===== src/rtl/audio_pkg.sv =====
// Shared audio constants, tone width and the note divider state encoding.
// The note_gen volume port is enabled by defining NOTE_GEN_VOLUME_EN.
package audio_pkg;

    localparam int unsigned CLK_HZ_DEF     = 100_000_000;
    localparam int unsigned SILENCE_HZ_DEF = 20000;
    localparam int unsigned TONE_W         = 32;
    localparam logic [15:0] AMP            = 16'h2000;

    typedef enum logic [1:0] {
        DIV_IDLE = 2'd0,
        DIV_RUN  = 2'd1,
        DIV_DONE = 2'd2
    } div_state_t;

endpackage


===== src/rtl/note_div.sv =====
// 32-bit restoring unsigned divider, one quotient bit per cycle.
// Start in IDLE, 32 iterations in RUN, one DONE cycle presenting the result.
module note_div
    import audio_pkg::*;
(
    input  logic                clk,
    input  logic                rst,
    input  logic                start,
    input  logic [TONE_W-1:0]   dividend,
    input  logic [TONE_W-1:0]   divisor,
    output logic                busy,
    output logic                done,
    output logic [TONE_W-1:0]   quotient
);

    div_state_t        state;
    logic [31:0]       rem;
    logic [31:0]       quo;
    logic [31:0]       dvs;
    logic [4:0]        it;
    logic [32:0]       rem_sh;
    logic [32:0]       sub;
    logic              ge;
    logic              unused_sub;

    // The remainder stays below the divisor, so sub[32] is always zero when used.
    always_comb begin
        rem_sh = {rem, quo[31]};
        ge     = rem_sh >= {1'b0, dvs};
        sub    = rem_sh - {1'b0, dvs};
    end

    assign unused_sub = sub[32];

    always_ff @(posedge clk) begin
        if (rst) begin
            state <= DIV_IDLE;
            rem   <= '0;
            quo   <= '0;
            dvs   <= '0;
            it    <= '0;
        end else begin
            unique case (state)
                DIV_IDLE: begin
                    if (start) begin
                        quo   <= dividend;
                        rem   <= '0;
                        dvs   <= divisor;
                        it    <= '0;
                        state <= DIV_RUN;
                    end
                end
                DIV_RUN: begin
                    quo <= {quo[30:0], ge};
                    rem <= ge ? sub[31:0] : rem_sh[31:0];
                    it  <= it + 5'd1;
                    if (it == 5'd31)
                        state <= DIV_DONE;
                end
                DIV_DONE: state <= DIV_IDLE;
                default:  state <= DIV_IDLE;
            endcase
        end
    end

    assign busy     = (state != DIV_IDLE);
    assign done     = (state == DIV_DONE);
    assign quotient = quo;

endmodule


===== src/rtl/note_gen.sv =====
// Tone word to square wave and signed PCM sample via a half-period divide.
// Define NOTE_GEN_VOLUME_EN to add the 3-bit volume port.
module note_gen
    import audio_pkg::*;
#(
    parameter int unsigned CLK_HZ     = CLK_HZ_DEF,
    parameter int unsigned SILENCE_HZ = SILENCE_HZ_DEF
)(
    input  logic                clk,
    input  logic                rst,
    input  logic                en,
    input  logic [TONE_W-1:0]   tone,
`ifdef NOTE_GEN_VOLUME_EN
    input  logic [2:0]          volume,
`endif
    output logic                sq,
    output logic [15:0]         audio,
    output logic                busy
);

    logic [TONE_W-1:0] tone_q;
    logic [31:0]       half_q;
    logic [31:0]       cnt;
    logic [31:0]       quotient;
    logic              dbusy;
    logic              ddone;
    logic              silent;
    logic              accept;
    logic              start;
    logic [15:0]       amp;
    logic [15:0]       amp_neg;

    assign silent = (tone == '0) || (tone >= TONE_W'(SILENCE_HZ));
    assign accept = en && !dbusy && (tone != tone_q);
    assign start  = accept && !silent;

`ifdef NOTE_GEN_VOLUME_EN
    assign amp = (volume == 3'd0) ? 16'h0000 : (16'h7FFF >> (3'd7 - volume));
`else
    assign amp = AMP;
`endif
    assign amp_neg = ~amp + 16'd1;

    note_div u_div (
        .clk      (clk),
        .rst      (rst),
        .start    (start),
        .dividend (TONE_W'(CLK_HZ)),
        .divisor  ({tone[TONE_W-2:0], 1'b0}),
        .busy     (dbusy),
        .done     (ddone),
        .quotient (quotient)
    );

    always_ff @(posedge clk) begin
        if (rst) begin
            tone_q <= TONE_W'(SILENCE_HZ);
            half_q <= '0;
            cnt    <= '0;
            sq     <= 1'b0;
            audio  <= '0;
        end else begin
            audio <= (en && half_q != '0) ? (sq ? amp : amp_neg) : 16'h0000;
            if (accept)
                tone_q <= tone;
            // New half-period restarts the phase but keeps sq's level.
            if (ddone) begin
                half_q <= quotient;
                cnt    <= '0;
            end else if (accept && silent) begin
                half_q <= '0;
                cnt    <= '0;
                sq     <= 1'b0;
            end else if (en && half_q != '0) begin
                if (cnt == half_q - 32'd1) begin
                    cnt <= '0;
                    sq  <= ~sq;
                end else begin
                    cnt <= cnt + 32'd1;
                end
            end
        end
    end

    assign busy = dbusy;

endmodule


===== config.mk =====
export PLATFORM = sky130hd
export DESIGN_NAME = note_gen
export DESIGN_NICKNAME = d
export VERILOG_FILES = /design/src/rtl/audio_pkg.sv /design/src/rtl/note_div.sv /design/src/rtl/note_gen.sv
export SDC_FILE = /design/constraint.sdc
export NUM_CORES = 1
export LEC_CHECK = 0
export ABC_AREA = 1
export ABC_CLOCK_PERIOD_IN_PS = 2250
export BUFFER_PORTS_ARGS = -buffer_cell sky130_fd_sc_hd__buf_4
export CAP_MARGIN = 10
export CORE_AREA = 2 2 162 164
export DETAILED_ROUTE_END_ITERATION = 8
export DIE_AREA = 0 0 164 166
export GPL_TIMING_DRIVEN = 0
export PLACE_DENSITY = 0.72
export SYNTH_ARGS = -nofsm -noshare
export SYNTH_HDL_FRONTEND = slang
export SYNTH_HIERARCHICAL = 1
export SYNTH_SLANG_ARGS = --single-unit

===== constraint.sdc =====
create_clock -name clk -period 2.25 [get_ports clk]
set_input_delay 0.225 -clock clk [delete_from_list [all_inputs] [get_ports clk]]
set_output_delay 0.225 -clock clk [all_outputs]
set_load 0.05 [all_outputs]

==> results.toml, run 1 <==
[status]
status = "finished with violations"
violations = "setup timing"

[synthesis]
synthFlopType = "dfxtp_1"
synth_area_mm2 = 0.01329
yosys_warnings = 6
synth-async-reset-ratio_pct = 0
synth_compound_gate_area_share_pct = 11.86
synth_top_family_by_area = "simple AND/OR/NAND/NOR gates"
yosys.area_share.simple_pct = 36.59
synth_seq_cells = 202
synth.avg_cell_area_um2 = 6.344
synth.area.mux_share_pct = 0
synth_edf_count = 0
synth-xor-area-share_pct = 6.043
synthAdderAreaFrac_pct = 3.539
ys_seq_area_share_pct = 30.42
synthCells = 2095
ys_types = 44

[floorplanning]
die_w_um = 164
row_count = 59
ios = 53
die_h_um = 166
dieArea_mm2 = 0.02722
core_mm2 = 0.02562
start_util_pct = 51.89

[sta]
period_minus_slack_ps = 2401
fin_setup_tns_ps = -5667
finalSetupViolations = 87
fmax_ghz = 0.4164
finalCritPeriodShare_pct = 106.7
holdWs_ps = 24.29
skew_ps = 11.63
rsz0062_at_grt = "true"
relSlewSlack_pct = 34.72
hold_violations = 0
slew_violations = 0
tightest_slew_ps = 979.2
timing.final.ws_setup_ps = -151.4

[cts]
cts_tree = "yes"
htree_levels = 1
root_buffer = "clkbuf_16"
clock_latency_ps = 520
cts_sinks = 202
cts_buffer_depth = 3
clk_pin_slew_ps = 60
cts_buffers = 23

[global_route]
grt_max_degree = 14
grt_pass1_vias = 12820
grt_pass1_wl_mm = 65.05
antenna_found_initial = 0
grtUsageTotal_pct = 29.71
overflow = 0

[final_layout]
stdcell_area_mm2 = 0.01804
fin_nets = 2371
nFillCells = 2040
diodes = 0
fin_util_pct = 70.42
multi_input_area_mm2 = 0.009548
final_layout_size_suffix_gt1_share_pct = 26.00
area_growth_pct = 35.72
seq_area_mm2 = 0.004100

[detailed_routing]
vias = 14630
drt_iter0_drc = 1491
detail-route-antenna-nets = 0
first_pass_iters = 5
drt-total-wl_mm = 45.40
post_drt_via_cell_ratio = 5.519
drc_errors = 0
avgRoutedWirePerCell_um = 17.13

[power]
ir_worst_vdd_uv = 561.1
p_per_area_mw_per_mm2 = 460.1
power_w = 0.008300
leakagePower_nw = 8.073

[worst_setup_path]
rrSetupSlack_ps = -150
crit_chain = "xnor2_1 > nand3_2 > nor3_2 > nand2_1 > nor2_1 > nand2_1 > nand2_2 > nor2_4 > inv_2 > buf_8 > nor2_4 > nand2_2 > inv_2 > nor2_4 > buf_12 > clkbuf_16 > a211oi_2 > a211oi_1"
rr_startpoint = "tone_q[13]$_SDFFE_PP0P_"
crit_slowest_cell = "dfxtp_1"
cp-end-kind = "flip-flop"
cp_common_cell = "nor2_4"
crit_type = "flip-flop to flip-flop"
crit_fanout = 8
startpoint_type = "flip-flop"
rr_worst_depth = 18
cp.required_ps = 2660
crit_family = "simple AND/OR/NAND/NOR gates"
arrival_ps = 2810
max_stage_delay_ps = 320
crit_buf_inv = 5
r2r-end = "u_div/quotient[15]$_SDFFE_PP0P_"

[job]
cap_violations = 0

[hold_path]
hp-start = "tone[23]"
hp-class = "input port to flip-flop"
hold_end = "tone_q[23]$_SDFFE_PP0P_"
holdPathStages = 3

[placed_design]
dpl_cell_area_mm2 = 0.01418
gp_congestion = 0.9792
dp_hpwl_mm = 30.98
io_buffers = 39
[registers in the layout (all words and copies together), names as in the netlist]
name,cells
tone_q,32
u_div/dvs,32
u_div/rem,32
u_div/it,5
u_div/state,2
sq,1
u_div/quotient,32
half_q,32
cnt,32
audio,2
[power by group]
part	switching [W]	total, W	leakage (nW)	internal [W]
registers	0.0000275	0.00364	1.65	0.00362
clock network	0.00156	0.00409	0.402	0.00253
logic	0.000352	0.000571	6.02	0.000219
total	0.00194	0.00830	8.07	0.00636
[worst register-to-register path: stages (launching register included)]
cell       delay, ps
dfxtp_1          320
xnor2_1          160
nand3_2           90
nor3_2           130
nand2_1          130
nor2_1           120
nand2_1           70
nand2_2           70
nor2_4            50
inv_2             70
buf_8            100
nor2_4            30
nand2_2           90
inv_2             60
nor2_4           180
buf_12           190
clkbuf_16        180
a211oi_2          40
a211oi_1         240
[cell families after synthesis]
group	Yosys count
buffers and inverters	371
other	2
and+or+nand+nor	1118
DFF	202
AOI/OAI and AO/OA	278
xor gates and xnor gates	87
adders and majority gates	37
[synth_stat cells (8+ instances only)]
library cell / n / area (um2)
a211oi_1: 60 / 450.4
a21oi_1: 107 / 535.5
buf_2: 8 / 40.04
buf_4: 15 / 112.6
buf_6: 9 / 101.4
clkbuf_1: 54 / 202.7
dfxtp_1: 202 / 4044
ha_1: 36 / 450.4
inv_1: 278 / 1044
nand2_1: 553 / 2076
nand2_2: 13 / 81.33
nand3_1: 147 / 735.7
nand3b_1: 38 / 285.3
nand4_1: 27 / 168.9
nor2_1: 254 / 953.4
nor2_2: 17 / 106.4
nor3_1: 33 / 165.2
o21ai_0: 96 / 480.5
or2_2: 9 / 56.30
xnor2_1: 38 / 332.8
xor2_1: 46 / 402.9
[metrics by stage]
step,setup slack [ps],std cells
floorplan,18.09,2139
global placement,-840.9,2513
detailed placement,-853.9,2513
CTS,-48.48,2606
global route,-250.1,2650
finish,-151.4,2650
[final cells by class]
type / count / share of cell area [%]
flip-flops and latches: 202 / 22.73
multi-input cells: 1566 / 52.93
clock buffers: 32 / 3.711
inverters: 281 / 5.902
clock inverters: 9 / 0.8184
well taps: 335 / 2.323
repair buffers: 136 / 7.567
plain buffers: 89 / 4.023
[layer usage]
metal | wire length (um) | vias up | track usage [%] | part of all wire [%]
li1 | - | 7042 | - | -
met1 | 19490 | 6800 | 43.21 | 43
met2 | 20420 | 672 | 45.43 | 45
met3 | 4025 | 112 | 4.545 | 8.9
met4 | 1465 | 0 | 8.619 | 3.2
met5 | 0 | - | 0 | 0
[timing repair]
item | in CTS | in global routing
cloned | 2 | 10
resized for setup | 193 | 391
endpoints found under the setup margin | 164 | 166
buffers inserted | 30 | 35
hold buffers | 20 | 0
pin swaps | 30 | 104
endpoints found under the hold margin | 21 | 0
[worst max-delay path by stage]
stage / startpoint / to / slack (ps) / cells past startpoint
2_1_floorplan: half_q[0]$_SDFFE_PP0P_ / cnt[30]$_SDFFE_PP0P_ / 20 / 16
3_3_place_gp: tone[2] / u_div/rem[2]$_SDFFE_PP0P_ / -840 / 18
3_5_place_dp: tone[3] / u_div/rem[31]$_SDFFE_PP0P_ / -850 / 18
4_1_cts: tone_q[12]$_SDFFE_PP0P_ / u_div/quotient[12]$_SDFFE_PP0P_ / -50 / 19
5_1_grt: tone_q[19]$_SDFFE_PP0P_ / u_div/rem[11]$_SDFFE_PP0P_ / -250 / 19
6_report: tone_q[13]$_SDFFE_PP0P_ / u_div/quotient[15]$_SDFFE_PP0P_ / -150 / 18
[placed cells by master (no fill, tap or decap), drive strengths merged, types with 36 or more instances in the layout]
cell / instances
a211oi: 60
conb: 46
nand2: 566
inv: 281
nand3: 150
a21oi: 108
xnor2: 38
o21ai: 98
buf: 158
xor2: 46
nor2: 276
nand3b: 39
clkbuf: 79
ha: 36
dfxtp: 202
(Power assumes the default switching activity.)
==> run 2, diff against run 1 <==
--- a/config.mk
+++ b/config.mk
@@ -9,12 +9,11 @@
 export ABC_CLOCK_PERIOD_IN_PS = 2250
 export BUFFER_PORTS_ARGS = -buffer_cell sky130_fd_sc_hd__buf_4
 export CAP_MARGIN = 10
-export CORE_AREA = 2 2 162 164
+export CORE_AREA = 2 2 150 152
 export DETAILED_ROUTE_END_ITERATION = 8
-export DIE_AREA = 0 0 164 166
+export DIE_AREA = 0 0 152 154
 export GPL_TIMING_DRIVEN = 0
 export PLACE_DENSITY = 0.72
 export SYNTH_ARGS = -nofsm -noshare
 export SYNTH_HDL_FRONTEND = slang
-export SYNTH_HIERARCHICAL = 1
 export SYNTH_SLANG_ARGS = --single-unit
==> run 2 against run 1 <==
Against the previous run: total power is 1.9% lower; count of clock-buffer cells in the layout decreased by 2; the flow still finishes with violations (setup timing); wire length shrank 18%; utilization shrank 0.10 points; fmax is 5.9% lower; setup slack worse by 150 ps; non-clock buffer count down 25; clock power is 1% lower; final area shrank 15%; via count is 19% lower; clock skew rose by 4.8 ps; sequential power hardly changed.
==> results.toml, run 2 <==
[status]
status = "finished with violations"
violations = "setup timing"

[detailed_routing]
detail-route-antenna-nets = 0
drt_iter0_drc = 834
avgRoutedWirePerCell_um = 17.46
drc_errors = 0
post_drt_via_cell_ratio = 5.587
vias = 11850
drt-total-wl_mm = 37.04
first_pass_iters = 6

[worst_setup_path]
startpoint_type = "flip-flop"
cp-end-kind = "flip-flop"
crit_type = "flip-flop to flip-flop"
arrival_ps = 2960
crit_fanout = 8
cp.required_ps = 2660

[final_layout]
diodes = 0
final_cell_mix = "nand2_1, inv_1, dfxtp_1"
stdcell_area_mm2 = 0.01525
seq_area_mm2 = 0.004061
layout_commonest_cell = "nand2_1"
instances_no_fill = 2121
area_growth_pct = 33.88
fin_util_pct = 70.32
nFillCells = 1736
multi_input_area_mm2 = 0.007502
final_layout_size_suffix_gt1_share_pct = 25.10
fin_nets = 1896

[synthesis]
synth-async-reset-ratio_pct = 0
synth.avg_cell_area_um2 = 6.875
yosys-top-cells-area = "dfxtp_1, nand2_1, nor2_1"
ys_types = 46
synth_seq_cells = 201
synth_area_mm2 = 0.01139
synthTopCellsByCount = "nand2_1, nor2_1, dfxtp_1"
yosys_warnings = 0
synthCells = 1657
yosys.cell_count.top_type = "nand2_1"
yosys.area.top_type = "dfxtp_1"
synthFlopType = "dfxtp_1"
ys_seq_area_share_pct = 35.32
yosysTopAreaCellShare_pct = 35.32
synth_edf_count = 0

[hold_path]
hp-class = "input port to flip-flop"

[global_route]
grtUsageTotal_pct = 29.07
grt_pass1_vias = 11090
antenna_found_initial = 0
grt_pass1_wl_mm = 56.17
grt_max_degree = 14
overflow = 0

[cts]
cts_buffers = 23
root_buffer = "clkbuf_16"
cts_tree = "yes"
cts_buffer_depth = 3
cts_sinks = 201
htree_levels = 1
clk_pin_slew_ps = 60
clock_latency_ps = 520

[placed_design]
gp_congestion = 0.9535
dpl_cell_area_mm2 = 0.01212
dp.cells = 1988
dp_hpwl_mm = 24.11
io_buffers = 39

[power]
leakagePower_nw = 7.006
ir_worst_vdd_uv = 579.1
p_per_area_mw_per_mm2 = 533.7

[floorplanning]
die_h_um = 154
dieArea_mm2 = 0.02341
row_count = 54
start_util_pct = 52.53
die_w_um = 152
core_mm2 = 0.02169
ios = 53

[sta]
skew_ps = 16.48
timing.final.ws_setup_ps = -301.0
holdWs_ps = 20.29
finalCritPeriodShare_pct = 113.4
slew_violations = 0
period_minus_slack_ps = 2551
fin_setup_tns_ps = -14040
relSlewSlack_pct = 34.44
rsz0062_at_grt = "true"
tightest_slew_ps = 983.4
fmax_ghz = 0.3920
finalSetupViolations = 65
hold_violations = 0

[job]
cap_violations = 0
[run 2: cell types whose count changed in the layout (fill, tap and decap cells not counted), moves of 20 or more]
cell and delta:
a21oi_1 -42, inv_1 -69, dfxtp_1 +20, a211oi_2 -36, dfxtp_2 -24, nand3b_1 -32
o22ai_1 +42, nor2_1 -52, nand2_1 -184, nand4_1 +35, nand3_1 -67, conb_1 -33
[run 2: through the flow]
step	worst slack, ps	total power, W
2_1_floorplan	7.765	0.003954
4_1_cts	-193.3	0.008146
5_1_grt	-370.1	0.008358
3_5_place_dp	-563.8	0.004102
6_report	-301.0	0.008140
3_3_place_gp	-461.2	0.004095
[run 2: kinds of logic after synthesis]
| group | count (synthesis) | synth area share, % |
|---|---|---|
| AND/OR/NAND/NOR | 774 | 29.38 |
| buffers and inverters | 277 | 9.742 |
| AO/OA/AOI/OAI | 271 | 13.92 |
| flip-flops | 201 | 35.32 |
| XOR/XNOR | 97 | 7.589 |
| adder cells (fa/ha/maj) | 36 | 4.020 |
| other | 1 | 0.03292 |
[run 2: layout make-up]
cell class	instances	area share, %
Sequential cell	201	26.63
Clock inverter	11	1.058
Buffer	69	3.043
Tap cell	280	2.297
Clock buffer	30	4.274
Multi-Input combinational cell	1192	49.19
Inverter	207	5.267
Timing Repair Buffer	131	8.245
[run 2: where the power goes]
group	total [W]	leakage, nW	internal (W)	switching [W]
Clock	0.00404	0.403	0.00249	0.00155
Sequential	0.00362	1.64	0.00359	0.0000269
Combinational	0.000476	4.97	0.000199	0.000278
[run 2: repair_timing]
| item | 4_1_cts | 5_1_grt |
|---|---|---|
| setup buffers | 43 | 36 |
| cloned | 10 | 0 |
| gates resized for setup | 215 | 228 |
| pin swaps | 67 | 92 |
| hold endpoints to repair | 22 | 0 |
| hold buffers | 22 | 0 |
| endpoints found under the setup margin | 179 | 184 |
[run 2: per-layer routing]
| metal | GRT usage (%) | vias to the layer above | share of wire [%] |
|---|---|---|---|
| li1 | - | 5765 | - |
| met1 | 35.59 | 5502 | 40 |
| met2 | 51.24 | 449 | 49 |
| met3 | 4.200 | 133 | 6.0 |
| met4 | 12.02 | 0 | 5.0 |
| met5 | 0 | - | 0 |
[run 2: path summary, 6_finish.rpt]
check	from	to	slack, ps	depth (start not counted)
max	half_q[0]$_SDFFE_PP0P_	cnt[10]$_SDFFE_PP0P_	-300	21
min	tone[1]	tone_q[1]$_SDFFE_PP0P_	20	3
max reg2reg	half_q[0]$_SDFFE_PP0P_	cnt[10]$_SDFFE_PP0P_	-300	21
min reg2reg	u_div.dvs[17]$_SDFFE_PP0P_	u_div.dvs[17]$_SDFFE_PP0P_	450	2
[run 2: worst max-delay path, stage by stage, from the launching register on]
cell      delay (ps)
dfxtp_4          360
inv_4             80
buf_12           100
nand2_4           70
nor2_4           130
buf_12           140
nand2_4           70
buf_6            130
nor2_1           100
nand2_1          120
nand3_1          110
nand2_1           70
nor2_2           100
nand2_2           70
inv_2             50
nand2_2           60
nor2_4           130
inv_2             70
o21bai_4         130
buf_12           150
buf_8            140
nor2_1            40
